==> src/rtl/shot_fire_controller.sv <==
// shot_fire_controller
//   Turns player fire requests (single shots and bursts) into one-cycle
//   trigger pulses for three shot slots. Handles fire-button edge detection,
//   a per-shot cooldown, a finite magazine with timed reload and round-robin
//   slot allocation. All timing is counted in frame ticks
//   (startOfFrame while not paused).
//
// Ports
//   clk, resetN      clock, asynchronous active-low reset
//   startOfFrame     one-cycle pulse per video frame
//   pause            freezes frame counters and blocks firing
//   fireBtn          fire level; a rising edge requests one shot
//   burstReq         one-cycle pulse requesting a burst
//   shotDirection    current aim, forwarded with the fired shot
//   slotBusy         per-slot busy feedback from the shot movers
//   triggerSlot      one-hot, one-cycle fire pulse to a slot
//   triggerDir       direction for the fired shot, valid with triggerSlot
//   nonAvailable     one-cycle pulse when a request is refused
//   ammoCount        rounds remaining
//   reloading        high while reloading
//   busy             high whenever the controller is not idle
//
// state      | meaning
// -----------+-----------------------------------------------------------
// S_IDLE     | ready; serves burst, fire edge or a pending request
// S_COOLDOWN | waiting cdCnt frames after a shot; one fire edge may queue
// S_BURST    | firing remaining burst shots every BURST_GAP_FRAMES frames
// S_RELOAD   | magazine empty; refilled after RELOAD_FRAMES frames
`timescale 1ns/1ps

module shot_fire_controller #(
  parameter int NUM_SLOTS        = 3,
  parameter int MAX_AMMO         = 8,
  parameter int COOLDOWN_FRAMES  = 4,
  parameter int RELOAD_FRAMES    = 60,
  parameter int BURST_COUNT      = 3,
  parameter int BURST_GAP_FRAMES = 2
) (
  input  logic                 clk,
  input  logic                 resetN,
  input  logic                 startOfFrame,
  input  logic                 pause,
  input  logic                 fireBtn,
  input  logic                 burstReq,
  input  logic [2:0]           shotDirection,
  input  logic [NUM_SLOTS-1:0] slotBusy,
  output logic [NUM_SLOTS-1:0] triggerSlot,
  output logic [2:0]           triggerDir,
  output logic                 nonAvailable,
  output logic [3:0]           ammoCount,
  output logic                 reloading,
  output logic                 busy
);

  localparam int CD_W  = $clog2(COOLDOWN_FRAMES + 1);
  localparam int RL_W  = $clog2(RELOAD_FRAMES + 1);
  localparam int GAP_W = $clog2(BURST_GAP_FRAMES + 1);
  localparam int BL_W  = 3;

  typedef enum logic [1:0] {
    S_IDLE     = 2'd0,
    S_COOLDOWN = 2'd1,
    S_BURST    = 2'd2,
    S_RELOAD   = 2'd3
  } state_t;

  state_t               state_q, state_d;
  logic                 pending_q, pending_d;
  logic [3:0]           ammo_q, ammo_d;
  logic [1:0]           rr_ptr_q, rr_ptr_d;
  logic [CD_W-1:0]      cd_cnt_q, cd_cnt_d;
  logic [GAP_W-1:0]     gap_cnt_q, gap_cnt_d;
  logic [BL_W-1:0]      burst_left_q, burst_left_d;
  logic [RL_W-1:0]      rl_cnt_q, rl_cnt_d;
  logic                 fire_btn_q, fire_btn_d;
  logic [NUM_SLOTS-1:0] trigger_slot_q, trigger_slot_d;
  logic [2:0]           trigger_dir_q, trigger_dir_d;
  logic                 non_avail_q, non_avail_d;

  logic                 fire_edge, burst_v, frame_tick, fire_req;
  logic                 slot_found;
  logic [1:0]           slot_sel;
  logic [2:0]           scan_idx;
  logic                 shoot;

  // Requests are dropped outright while paused; the button history still
  // tracks the level so a button held across pause release is not an edge.
  assign fire_edge  = fireBtn & ~fire_btn_q & ~pause;
  assign burst_v    = burstReq & ~pause;
  assign frame_tick = startOfFrame & ~pause;
  assign fire_req   = fire_edge | (pending_q & ~pause);
  assign fire_btn_d = fireBtn;

  // First free slot starting at the round-robin pointer.
  always_comb begin
    slot_found = 1'b0;
    slot_sel   = 2'd0;
    scan_idx   = 3'd0;
    for (int k = 0; k < NUM_SLOTS; k++) begin
      scan_idx = {1'b0, rr_ptr_q} + 3'(k);
      if (scan_idx >= 3'(NUM_SLOTS)) scan_idx = scan_idx - 3'(NUM_SLOTS);
      if (!slot_found && !slotBusy[scan_idx[1:0]]) begin
        slot_found = 1'b1;
        slot_sel   = scan_idx[1:0];
      end
    end
  end

  always_comb begin
    state_d        = state_q;
    pending_d      = pending_q;
    ammo_d         = ammo_q;
    rr_ptr_d       = rr_ptr_q;
    cd_cnt_d       = cd_cnt_q;
    gap_cnt_d      = gap_cnt_q;
    burst_left_d   = burst_left_q;
    rl_cnt_d       = rl_cnt_q;
    trigger_slot_d = '0;
    trigger_dir_d  = 3'd0;
    non_avail_d    = 1'b0;
    shoot          = 1'b0;

    case (state_q)
      S_IDLE: begin
        if (burst_v) begin
          // a burst swallows a coincident fire edge and any pending request
          pending_d = 1'b0;
          if (ammo_q != 4'd0 && slot_found) begin
            shoot = 1'b1;
            if (ammo_q == 4'd1) begin
              state_d  = S_RELOAD;
              rl_cnt_d = RL_W'(RELOAD_FRAMES);
            end else if (BURST_COUNT == 1) begin
              state_d  = S_COOLDOWN;
              cd_cnt_d = CD_W'(COOLDOWN_FRAMES);
            end else begin
              state_d      = S_BURST;
              burst_left_d = BL_W'(BURST_COUNT - 1);
              gap_cnt_d    = GAP_W'(BURST_GAP_FRAMES);
            end
          end else begin
            non_avail_d = 1'b1;
          end
        end else if (fire_req) begin
          pending_d = 1'b0;
          if (ammo_q != 4'd0 && slot_found) begin
            shoot = 1'b1;
            if (ammo_q == 4'd1) begin
              state_d  = S_RELOAD;
              rl_cnt_d = RL_W'(RELOAD_FRAMES);
            end else begin
              state_d  = S_COOLDOWN;
              cd_cnt_d = CD_W'(COOLDOWN_FRAMES);
            end
          end else begin
            non_avail_d = 1'b1;
          end
        end
      end

      S_COOLDOWN: begin
        if (fire_edge) pending_d = 1'b1;
        if (frame_tick) begin
          cd_cnt_d = cd_cnt_q - CD_W'(1);
          if (cd_cnt_q == CD_W'(1)) state_d = S_IDLE;
        end
      end

      S_BURST: begin
        if (frame_tick) begin
          if (gap_cnt_q == GAP_W'(1)) begin
            gap_cnt_d    = GAP_W'(BURST_GAP_FRAMES);
            burst_left_d = burst_left_q - BL_W'(1);
            // a blocked burst shot is skipped but still counts
            if (ammo_q != 4'd0 && slot_found) shoot = 1'b1;
            else                               non_avail_d = 1'b1;
            if (shoot && ammo_q == 4'd1) begin
              state_d  = S_RELOAD;
              rl_cnt_d = RL_W'(RELOAD_FRAMES);
            end else if (burst_left_q == BL_W'(1)) begin
              state_d  = S_COOLDOWN;
              cd_cnt_d = CD_W'(COOLDOWN_FRAMES);
            end
          end else begin
            gap_cnt_d = gap_cnt_q - GAP_W'(1);
          end
        end
      end

      S_RELOAD: begin
        pending_d = 1'b0;
        if (fire_edge || burst_v) non_avail_d = 1'b1;
        if (frame_tick) begin
          rl_cnt_d = rl_cnt_q - RL_W'(1);
          if (rl_cnt_q == RL_W'(1)) begin
            ammo_d  = 4'(MAX_AMMO);
            state_d = S_IDLE;
          end
        end
      end

      default: state_d = S_IDLE;
    endcase

    if (shoot) begin
      trigger_slot_d = NUM_SLOTS'(1) << slot_sel;
      trigger_dir_d  = shotDirection;
      ammo_d         = ammo_q - 4'd1;
      rr_ptr_d       = (slot_sel == 2'(NUM_SLOTS - 1)) ? 2'd0 : slot_sel + 2'd1;
    end
  end

  always_ff @(posedge clk or negedge resetN) begin
    if (!resetN) begin
      state_q        <= S_IDLE;
      pending_q      <= 1'b0;
      ammo_q         <= 4'(MAX_AMMO);
      rr_ptr_q       <= 2'd0;
      cd_cnt_q       <= '0;
      gap_cnt_q      <= '0;
      burst_left_q   <= '0;
      rl_cnt_q       <= '0;
      fire_btn_q     <= 1'b0;
      trigger_slot_q <= '0;
      trigger_dir_q  <= 3'd0;
      non_avail_q    <= 1'b0;
    end else begin
      state_q        <= state_d;
      pending_q      <= pending_d;
      ammo_q         <= ammo_d;
      rr_ptr_q       <= rr_ptr_d;
      cd_cnt_q       <= cd_cnt_d;
      gap_cnt_q      <= gap_cnt_d;
      burst_left_q   <= burst_left_d;
      rl_cnt_q       <= rl_cnt_d;
      fire_btn_q     <= fire_btn_d;
      trigger_slot_q <= trigger_slot_d;
      trigger_dir_q  <= trigger_dir_d;
      non_avail_q    <= non_avail_d;
    end
  end

  assign triggerSlot  = trigger_slot_q;
  assign triggerDir   = trigger_dir_q;
  assign nonAvailable = non_avail_q;
  assign ammoCount    = ammo_q;
  assign reloading    = (state_q == S_RELOAD);
  assign busy         = (state_q != S_IDLE);

endmodule

==> config.mk <==
export PLATFORM = sky130hd
export DESIGN_NAME = shot_fire_controller
export DESIGN_NICKNAME = d
export VERILOG_FILES = /design/src/rtl/shot_fire_controller.sv
export SDC_FILE = /design/constraint.sdc
export NUM_CORES = 1
export LEC_CHECK = 0
export CAP_MARGIN = 20
export CORE_MARGIN = 3
export CORE_UTILIZATION = 37
export CTS_CLUSTER_SIZE = 24
export DETAILED_ROUTE_END_ITERATION = 10
export PLACE_DENSITY = 0.68
export SLEW_MARGIN = 5
export SYNTH_ARGS = -nofsm -noshare
export SYNTH_HDL_FRONTEND = slang
export SYNTH_SLANG_ARGS = --single-unit
==> constraint.sdc <==
create_clock -name clk -period 2.3 [get_ports clk]
set_input_delay 0.46 -clock clk [delete_from_list [all_inputs] [get_ports clk]]
set_output_delay 0.46 -clock clk [all_outputs]
set_load 0.01 [all_outputs]
==> results by group <==
Run status
  • Outcome: finished clean

Clocking
  • Hold Buf Count CTS: 0
  • H-tree levels: 2
  • Reg clk slew, reported paths: 0.07 ns
  • Root cell of the clock tree: clkbuf_8
  • TritonCTS Buffers: 5
  • Clk Latency, worst-skew pair: 0.28 ns
  • CTS Sinks: 31
  • Post-CTS setup buffer count: 0
  • Clock Path Buffers: 2
  • Resized cells post-CTS: 0
  • CTS tree: built

Worst hold path
  • Hold Crit Class: flip-flop to flip-flop

GRT
  • Total gr overflow: 0
  • Largest net degree at the start of global routing: 32
  • Initial antenna violation count: 0
  • Gr usage total: 14.68%
  • Vias in the first global route: 1657
  • First-pass GRT wire length: 7465 um

Pwr
  • Leakage Power: 1.172 nW
  • Net switching power: 1.029 mW
  • Clock power frac: 20.0%
  • P_int: 1.751 mW
  • Switching Share: 37.01%
  • Part of the power in registers: 32.4%
  • Tot Pwr: 2.779 mW
  • Logic gate share of total power: 47.6%
  • Worst vdd ir: 0.0004388 V
  • PwrDens: 1056 nW/um2

Detailed routing
  • Wire per inst: 12.94 um
  • DR vias: 1703
  • Routed wire length: 4310 um
  • Via density per instance: 5.114
  • DRC: 0
  • DRT iter0 DRCs: 67
  • Pre-antenna DRT Iters: 4
  • Antenna Nets Post-Route: 0

Floorplan
  • Core area: 5172 um2
  • Die height: 79.81 um
  • Cell row count: 26
  • Die span in x: 79.81 um
  • Die ar.: 6370 um2
  • Initial Utilization: 38.97%
  • Top Ports: 25

Logic synthesis
  • Main synth FF type: dfrtp_1
  • Ys async rst share: 100.0%
  • Syn avg cell area: 9.419 um2
  • Synth cell types: 55
  • Post-Synth Adder-Cell Area: 8.070%
  • Post-synthesis compound-gate area fraction: 21.23%
  • Simple-gate share of the synthesized area: 21.85%
  • Yosys top cell by area: dfrtp_1
  • Synth Area in XOR/XNOR: 0%
  • Most numerous cell in the Yosys netlist: dfrtp_1
  • Post-synthesis mux area share: 5.028%
  • Yosys reg bits: 31
  • Yosys top cell area share: 37.24%
  • Cells after Synth: 214
  • Total number of yosys warnings: 0
  • Post-synth top cells: dfrtp_1, nand2_1, inv_1, nor2_1, ha_1
  • Synthesized area: 2016 um2
  • Top cells by area, synth: dfrtp_1, ha_1, nand2_1
  • Post-synthesis sequential area ratio: 38.55%
  • Syn Nets: 239
  • Largest family of logic cells by synthesized area: simple AND/OR/NAND/NOR gates
  • Number of synthesized flops with an enable pin: 0

Flow run
  • Maxcap violations: 0

Layout
  • Nets@finish: 287
  • Final core occ: 50.90%
  • N_diodes: 0
  • Multi-input logic area: 1162 um2
  • Ratio of cells with drive above 1 in the final layout: 20.53%
  • Register Area: 777.0 um2
  • Filler Cells Inserted: 495
  • Area delta synth->final: 30.60%
  • Post-Layout Cell Count: 333

Placement
  • Dpl cells: 325
  • Port Buffers: 24
  • Detail Placement HPWL: 3234 um
  • Routability Congestion: 0.8910

Worst setup path
  • Slowest cell delay on critical path: 0.42 ns
  • WP data required: 2.47 ns
  • CP Launch Type: flip-flop
  • Path type of the worst setup path: flip-flop to flip-flop
  • Crit path max-delay cell type: dfrtp_1
  • CP Max Fanout: 4
  • CP arrival: 2.35 ns
  • Critical path, cell by cell: inv_1, ha_2, mux2_4, a21bo_4, a32oi_2, nand2_1, and2_1, a211o_1
  • Critical Path End Type: flip-flop

STA
  • RSZ-0062 raised after global routing: no
  • Least-Margin Pin Slew: 0.4318 ns
  • Skew final: 0.006949 ns
  • Fin. Hold Viols: 0
  • Rel. slew slack: 71.11%
  • Setup Viol. Count Final: 0
  • Final slew viol count: 0
  • Crit path time final: 2.186 ns
  • Peak Freq: 457.4 MHz
  • Fin crit share: 95.05%
  • Final hold slack: 0.4713 ns
==> worst paths after layout <==
path / slack (ns) / startpoint / depth (start not counted) / to
setup / recovery: 0.11 / rr_ptr_q[1] / 8 / ammoCount[2]
hold / removal: 0.47 / rl_cnt_q[5] / 1 / rl_cnt_q[5]
setup reg to reg: 0.11 / rr_ptr_q[1] / 8 / ammoCount[2]
hold reg to reg: 0.47 / rl_cnt_q[5] / 1 / rl_cnt_q[5]
max in group asynchronous: 1.40 / resetN / 2 / ammoCount[3]
min in group asynchronous: 0.58 / resetN / 2 / triggerSlot[2]
==> layer usage <==
layer  up-vias  GRT usage [%]  routed length [um]
li1        858              -                   -
met1       801          19.18                2065
met2        38          24.62                1983
met3         6          3.273                 226
met4         0          3.547                  35
met5         -              0                   0
==> state kept, by name (all words and copies together), names as in the netlist <==
register      count
gap_cnt_q         2
burst_left_q      3
triggerDir        3
rl_cnt_q          6
nonAvailable      1
rr_ptr_q          2
cd_cnt_q          3
pending_q         1
triggerSlot       3
fire_btn_q        1
state_q           2
ammoCount         4
==> per-stage QoR <==
stage / cell area, um2 / TNS, ns / setup WS (ns)
5_1_grt: 2633 / 0 / 0.01289
3_5_place_dp: 2481 / -0.2717 / -0.1065
4_1_cts: 2599 / 0 / 0.1004
6_report: 2633 / 0 / 0.1138
2_1_floorplan: 2016 / 0 / 0.2176
3_3_place_gp: 2481 / -0.1313 / -0.05625
==> layout by cell type (no fill, tap or decap), drive strengths merged, types with 2 or more instances in the layout <==
| master | Yosys | layout |
|---|---|---|
| o21a | 2 | 2 |
| a22o | 2 | 2 |
| o21ai | 16 | 16 |
| nand2b | 6 | 6 |
| nor3b | 5 | 5 |
| nand4 | 4 | 4 |
| buf | 3 | 23 |
| nor4 | 4 | 4 |
| nand2 | 18 | 18 |
| o211ai | 2 | 2 |
| mux2i | 6 | 6 |
| nand3b | 2 | 2 |
| a21o | 5 | 5 |
| and2 | 4 | 4 |
| ha | 13 | 13 |
| nor3 | 5 | 5 |
| inv | 19 | 19 |
| nand3 | 6 | 6 |
| nor2b | 3 | 3 |
| dfrtp | 30 | 30 |
| a32oi | 2 | 2 |
| and3 | 5 | 5 |
| o31ai | 2 | 2 |
| mux2 | 3 | 3 |
| clkdlybuf4s50 | 0 | 24 |
| a21oi | 10 | 10 |
| nor2 | 16 | 16 |
| clkbuf | 3 | 6 |
==> area by class of cell <==
| type | instances | area share, % |
|---|---|---|
| clock buffers | 6 | 3.137 |
| clock inverters | 2 | 1.331 |
| inverters | 19 | 2.709 |
| multi-input cells | 158 | 44.15 |
| flip-flops and latches | 31 | 29.52 |
| well taps | 70 | 3.327 |
| repair buffers | 47 | 15.83 |
==> critical path: cells and delay by family (launching register included) <==
family	cells	cell delay, ns
buffers and inverters	1	0.10
adder cells (fa/ha/maj)	1	0.20
AND/OR/NAND/NOR	2	0.28
multiplexers	1	0.32
AO/OA/AOI/OAI	3	0.75
flip-flops	1	0.42
==> power by group through the flow <==
stage / Sequential, mW / Clock [mW] / Combinational (mW)
4_1_cts: 0.899 / 0.574 / 1.28
5_1_grt: 0.932 / 0.608 / 1.49
3_5_place_dp: 0.905 / 0 / 1.28
2_1_floorplan: 0.887 / 0 / 0.878
6_report: 0.900 / 0.555 / 1.32
3_3_place_gp: 0.902 / 0 / 1.26
==> kinds of logic after synthesis <==
logic type	count (synthesis)
multiplexers	9
flip-flops	31
AND/OR/NAND/NOR	81
adder cells (fa/ha/maj)	13
AO/OA/AOI/OAI	55
buffers and inverters	25
(Power assumes the default switching activity.)
